==> config.mk <==
export PLATFORM = sky130hd
export DESIGN_NAME = instr_fetch
export DESIGN_NICKNAME = d
export VERILOG_FILES = /design/src/rtl/rv32i_pkg.sv /design/src/rtl/fetch_fifo.sv /design/src/rtl/instr_fetch.sv
export SDC_FILE = /design/constraint.sdc
export NUM_CORES = 1
export LEC_CHECK = 0
export ABC_AREA = 1
export BUFFER_PORTS_ARGS = -buffer_cell sky130_fd_sc_hd__buf_2
export CAP_MARGIN = 20
export CORE_ASPECT_RATIO = 1.25
export CORE_MARGIN = 2
export CORE_UTILIZATION = 52
export CTS_BUF_LIST = sky130_fd_sc_hd__clkbuf_2 sky130_fd_sc_hd__clkbuf_4 sky130_fd_sc_hd__clkbuf_8
export DETAILED_ROUTE_END_ITERATION = 6
export PLACE_DENSITY_LB_ADDON = 0.2
export RECOVER_POWER = 25
export SKIP_CTS_REPAIR_TIMING = 1
export SLEW_MARGIN = 20
export SYNTH_ARGS = -nofsm -noshare
export SYNTH_HDL_FRONTEND = slang
export SYNTH_HIERARCHICAL = 1
export SYNTH_SLANG_ARGS = --single-unit
==> constraint.sdc <==
create_clock -name clk -period 4.8 [get_ports clk]
set_input_delay 1.44 -clock clk [delete_from_list [all_inputs] [get_ports clk]]
set_output_delay 1.44 -clock clk [all_outputs]
set_load 0.02 [all_outputs]
==> src/rtl/rv32i_pkg.sv <==
// Shared RV32I fetch-stage types and constants.
package rv32i_pkg;

  localparam int unsigned XLEN = 32;
  localparam logic [XLEN-1:0] NOP_INSTR = 32'h0000_0013;

  typedef enum logic [1:0] {
    IDLE,
    WAIT,
    DRAIN
  } fetch_state_t;

  typedef struct packed {
    logic            fault;
    logic [XLEN-1:0] pc;
    logic [XLEN-1:0] instr;
  } fetch_entry_t;

endpackage

==> src/rtl/fetch_fifo.sv <==
// Small FIFO of {fault, pc, instr} entries between fetch and decode.
module fetch_fifo
  import rv32i_pkg::*;
#(
  parameter int unsigned DEPTH = 2
) (
  input  logic                   i_clk,
  input  logic                   i_rst,
  input  logic                   i_push,
  input  logic                   i_pop,
  input  logic                   i_clear,
  input  fetch_entry_t           i_wdata,
  output fetch_entry_t           o_head,
  output logic [$clog2(DEPTH):0] o_count
);

  localparam int unsigned PW = $clog2(DEPTH);
  localparam logic [PW:0] FULL_CNT = (PW + 1)'(DEPTH);

  fetch_entry_t  r_mem [DEPTH];
  logic [PW-1:0] r_wr_ptr;
  logic [PW-1:0] r_rd_ptr;
  logic [PW:0]   r_count;
  logic          w_pop;

  // Pop on an empty FIFO is ignored.
  assign w_pop = i_pop && (r_count != '0);

  always_ff @(posedge i_clk or posedge i_rst) begin
    if (i_rst) begin
      for (int unsigned i = 0; i < DEPTH; i++) begin
        r_mem[i] <= '0;
      end
      r_wr_ptr <= '0;
      r_rd_ptr <= '0;
      r_count  <= '0;
    end else if (i_clear) begin
      r_wr_ptr <= '0;
      r_rd_ptr <= '0;
      r_count  <= '0;
    end else begin
      if (i_push) begin
        r_mem[r_wr_ptr] <= i_wdata;
        r_wr_ptr        <= r_wr_ptr + 1'b1;
      end
      if (w_pop) begin
        r_rd_ptr <= r_rd_ptr + 1'b1;
      end
      case ({i_push, w_pop})
        2'b10:   r_count <= r_count + 1'b1;
        2'b01:   r_count <= r_count - 1'b1;
        default: r_count <= r_count;
      endcase
    end
  end

  assign o_head  = r_mem[r_rd_ptr];
  assign o_count = r_count;

  // The issue logic reserves a slot per outstanding request, so this never fires.
  a_no_overflow : assert property (@(posedge i_clk) disable iff (i_rst)
    !(i_push && !i_clear && (r_count == FULL_CNT)));

endmodule

==> src/rtl/instr_fetch.sv <==
// RV32I instruction-fetch stage: single-outstanding req/gnt/rvalid fetch into a decode FIFO.
module instr_fetch #(
  parameter int unsigned DEPTH     = 2,
  parameter logic [31:0] NOP_INSTR = rv32i_pkg::NOP_INSTR
) (
  input  logic        clk,
  input  logic        rst,
  input  logic [31:0] pc,
  input  logic        flush,
  output logic        pc_en,
  output logic        imem_req,
  output logic [31:0] imem_addr,
  input  logic        imem_gnt,
  input  logic        imem_rvalid,
  input  logic [31:0] imem_rdata,
  output logic        if_valid,
  input  logic        id_ready,
  output logic [31:0] if_instr,
  output logic [31:0] if_pc,
  output logic        if_fault
);

  import rv32i_pkg::*;

  localparam int unsigned CW = $clog2(DEPTH) + 1;
  localparam logic [CW-1:0] FULL_CNT = CW'(DEPTH);

  fetch_state_t r_state;
  logic [31:0]  r_pend_pc;
  logic         r_fault_sent;

  logic [CW-1:0] w_count;
  fetch_entry_t  w_head;
  fetch_entry_t  w_wdata;
  logic          w_idle;
  logic          w_space;
  logic          w_aligned;
  logic          w_fault_push;
  logic          w_resp_push;
  logic          w_push;
  logic          w_pop;

  assign w_idle    = (r_state == IDLE);
  assign w_space   = (w_count < FULL_CNT);
  assign w_aligned = (pc[1:0] == 2'b00);

  // Gated by rst so every output reads 0 while reset is held.
  assign imem_req  = !rst && w_idle && !flush && w_aligned && w_space;
  assign imem_addr = imem_req ? pc : '0;
  assign pc_en     = !rst && (flush || (imem_req && imem_gnt));

  // A misaligned pc is reported once; pc cannot move again until a redirect.
  assign w_fault_push = !rst && w_idle && !flush && !w_aligned && w_space && !r_fault_sent;
  assign w_resp_push  = (r_state == WAIT) && imem_rvalid && !flush;
  assign w_push       = w_fault_push || w_resp_push;
  assign w_pop        = if_valid && id_ready;

  always_comb begin
    w_wdata = '0;
    if (w_fault_push) begin
      w_wdata.fault = 1'b1;
      w_wdata.pc    = pc;
      w_wdata.instr = NOP_INSTR;
    end else begin
      w_wdata.fault = 1'b0;
      w_wdata.pc    = r_pend_pc;
      w_wdata.instr = imem_rdata;
    end
  end

  always_ff @(posedge clk or posedge rst) begin
    if (rst) begin
      r_state      <= IDLE;
      r_pend_pc    <= '0;
      r_fault_sent <= 1'b0;
    end else begin
      if (flush) begin
        r_fault_sent <= 1'b0;
      end else if (w_fault_push) begin
        r_fault_sent <= 1'b1;
      end
      case (r_state)
        IDLE: begin
          if (imem_req && imem_gnt) begin
            r_state   <= WAIT;
            r_pend_pc <= pc;
          end
        end
        WAIT: begin
          if (imem_rvalid) begin
            r_state <= IDLE;
          end else if (flush) begin
            r_state <= DRAIN;
          end
        end
        DRAIN: begin
          // The stale response retires the drain even if another flush arrives with it.
          if (imem_rvalid) begin
            r_state <= IDLE;
          end
        end
        default: r_state <= IDLE;
      endcase
    end
  end

  fetch_fifo #(
    .DEPTH (DEPTH)
  ) u_fifo (
    .i_clk   (clk),
    .i_rst   (rst),
    .i_push  (w_push),
    .i_pop   (w_pop),
    .i_clear (flush),
    .i_wdata (w_wdata),
    .o_head  (w_head),
    .o_count (w_count)
  );

  assign if_valid = (w_count != '0);
  assign if_instr = w_head.instr;
  assign if_pc    = w_head.pc;
  assign if_fault = w_head.fault;

endmodule
==> flow_summary.json <==
{
  "outcome": "complete, but fails checks",
  "violations": "max-capacitance violations, max-slew violations",
  "async_flop_share_pct": 100.0,
  "grt_first_pass_wirelength_mm": 32.26,
  "cp-startpoint": "flush",
  "synthXorXnorAreaFrac_pct": 0,
  "synth_area_per_cell_um2": 7.490,
  "drt_iter0_drc": 530,
  "worstMarginPinSlew_ps": 2232,
  "ys_seq_elements": 169,
  "synthAdderAreaFrac_pct": 0,
  "cts_buffer_depth": 2,
  "cts.htree.levels": 4,
  "crit_fanout": 30,
  "path_class": "input port to output pin",
  "leakage_nw": 5.692,
  "dieArea_um2": 17410,
  "die_w_um": 118.4,
  "fin_setup_tns_ps": 0,
  "nets": 1338,
  "drv_slew": 78,
  "hold_viol": 0,
  "num_vias": 7326,
  "synth_top_family_by_area": "simple AND/OR/NAND/NOR gates",
  "maxCapViolCount": 2,
  "r2r_start": "r_state[0]",
  "slew_headroom_pct": -48.79,
  "startpoint_type": "input port",
  "vdd_drop_max_v": 0.0001580,
  "synth_simple_gate_area_share_pct": 28.99,
  "rows": 52,
  "cp-end-kind": "output pin",
  "postLayoutCoreUtil_pct": 60.38,
  "root_buffer": "clkbuf_8",
  "synth_mux_area_share_pct": 0,
  "netlist_instances": 1136,
  "arrival_ps": 2730,
  "wl_mm": 19.40,
  "ys_top_cells_by_area": "dfrtp_1 (50%), nand2_1 (22%), o21ai_1 (5.6%)",
  "fin_skew_ps": 9.746,
  "synth_common_cells": "nand2_1 (496), dfrtp_1 (169), inv_1 (118)",
  "die_y_um": 147.0,
  "vias_per_cell": 4.894,
  "hold_start": "r_pend_pc[23]",
  "floorplan.initialDensity_pct": 52.73,
  "synth_area_leader_cell": "dfrtp_1",
  "gp_congestion": 0.8148,
  "grt_pass1_vias": 6750,
  "cts.clk_slew.worst_paths_ps": 80,
  "syn_area_um2": 8508,
  "drc": 0,
  "hold_ws_ps": 483.7,
  "rsz0062_at_grt": "no",
  "fin_area_um2": 9742,
  "wire_per_inst_um": 12.96,
  "synth_compound_area_share_pct": 9.779,
  "synth.distinct_cells": 25,
  "antenna_cells": 0,
  "grt_use_total_pct": 22.76,
  "antenna_found_initial": 0,
  "finalSetupViolations": 0,
  "placed_area_um2": 9359,
  "synthFlopType": "dfrtp_1",
  "synth_edf_count": 0,
  "grt_start_max_net_pins": 83,
  "cts_tree": "yes",
  "cts_sinks": 169,
  "power_mw": 4.257,
  "fin_crit_sh_pct": 86.93,
  "yosysMostFrequentCell": "nand2_1",
  "ys_warn_count": 6,
  "yosysSeqAreaShare_pct": 49.71,
  "worstPathRequired_ps": 3360,
  "power_density_nw_per_um2": 437.0,
  "fin_crit_ps": 4173,
  "areaGrowthSynthToFinish_pct": 14.50,
  "cts_buffers": 17,
  "port_buffers": 167,
  "fmax_mhz": 239.7,
  "drive_above_1_share_pct": 22.33,
  "hp-class": "flip-flop to flip-flop",
  "core_area_um2": 16140,
  "dr.pass1.iters": 4,
  "overflow": 0,
  "netlist.area_leader.share_pct": 49.71,
  "dp_hpwl_mm": 12.13,
  "drtAntennaViolNets": 0,
  "insertion_delay_ps": 450,
  "io_pins": 170
}
## routing by layer
metal	up-vias	global-route usage [%]	part of all wire (%)
li1	3746	-	-
met1	3382	31.41	46
met2	177	36.73	48
met3	21	4.425	4.6
met4	0	6.845	1.3
met5	-	0	0
## critical path, cell delays in order
cell     delay (ps)
buf_2           180
inv_2            70
nand3_1         100
nor2_2           40
inv_1           630
nor2_1           80
buf_2           190
## report_power, final
part	internal (mW)	switching, mW
clock	0.492	0.502
sequential	1.77	0.180
combinational	0.457	0.860
## cell type report
| class | count | area [um^2] |
|---|---|---|
| multi-input cells | 751 | 3334 |
| fillers | 1535 | 6394 |
| clock buffers | 20 | 269.0 |
| repair buffers | 184 | 967.2 |
| flip-flops and latches | 169 | 4230 |
| inverters | 145 | 545.5 |
| well taps | 216 | 270.3 |
| clock inverters | 12 | 125.1 |
## state kept, by name, summed over array words and instances (netlist names)
name             flops
r_fault_sent         1
r_pend_pc           32
r_state              2
u_fifo/o_count       2
u_fifo/r_mem       130
u_fifo/r_rd_ptr      1
u_fifo/r_wr_ptr      1
## cells in the final DEF (no fill, tap or decap), types with 2 or more instances in the layout
master	synthesis	final
o21ai_2	35	35
nand4_1	36	36
inv_2	26	27
nor2_2	1	2
o31ai_1	3	2
o21ai_1	96	96
clkinv_2	0	5
inv_1	118	116
dfrtp_1	169	168
buf_4	4	14
nand3_2	2	2
and2_1	2	2
conb_1	1	2
nand3_1	36	35
clkinv_4	0	2
buf_2	34	166
bufinv_16	0	2
clkbuf_8	0	19
a21oi_1	2	2
clkbuf_1	20	3
nand2_1	496	496
clkinvlp_4	0	3
nor2_1	35	34
## through the flow
| stage | worst slack [ps] | cells |
|---|---|---|
| 2_1_floorplan | 77.37 | 1137 |
| 3_3_place_gp | 624.2 | 1464 |
| 3_5_place_dp | 598.8 | 1464 |
| 4_1_cts | 606.5 | 1496 |
| 5_1_grt | 425.1 | 1497 |
| 6_report | 627.3 | 1497 |
## cells by family (layout without fill, tap and decap cells)
kind of cell / after synthesis / after routing
and+or+nand+nor: 611 / 611
buffers and inverters: 217 / 361
DFF: 169 / 169
AOI/OAI and AO/OA: 138 / 138
other: 1 / 2
## path summary, 6_finish.rpt
check	endpoint	slack, ps	cells past startpoint
setup / recovery	imem_addr[28]	630	7
hold / removal	r_pend_pc[23]	480	2
setup reg to reg	u_fifo/r_mem[45]	2400	10
hold reg to reg	r_pend_pc[23]	480	2
max in group asynchronous	u_fifo/r_mem[73]	1300	3
min in group asynchronous	u_fifo/r_mem[116]	1040	2
(Power assumes the default switching activity.)
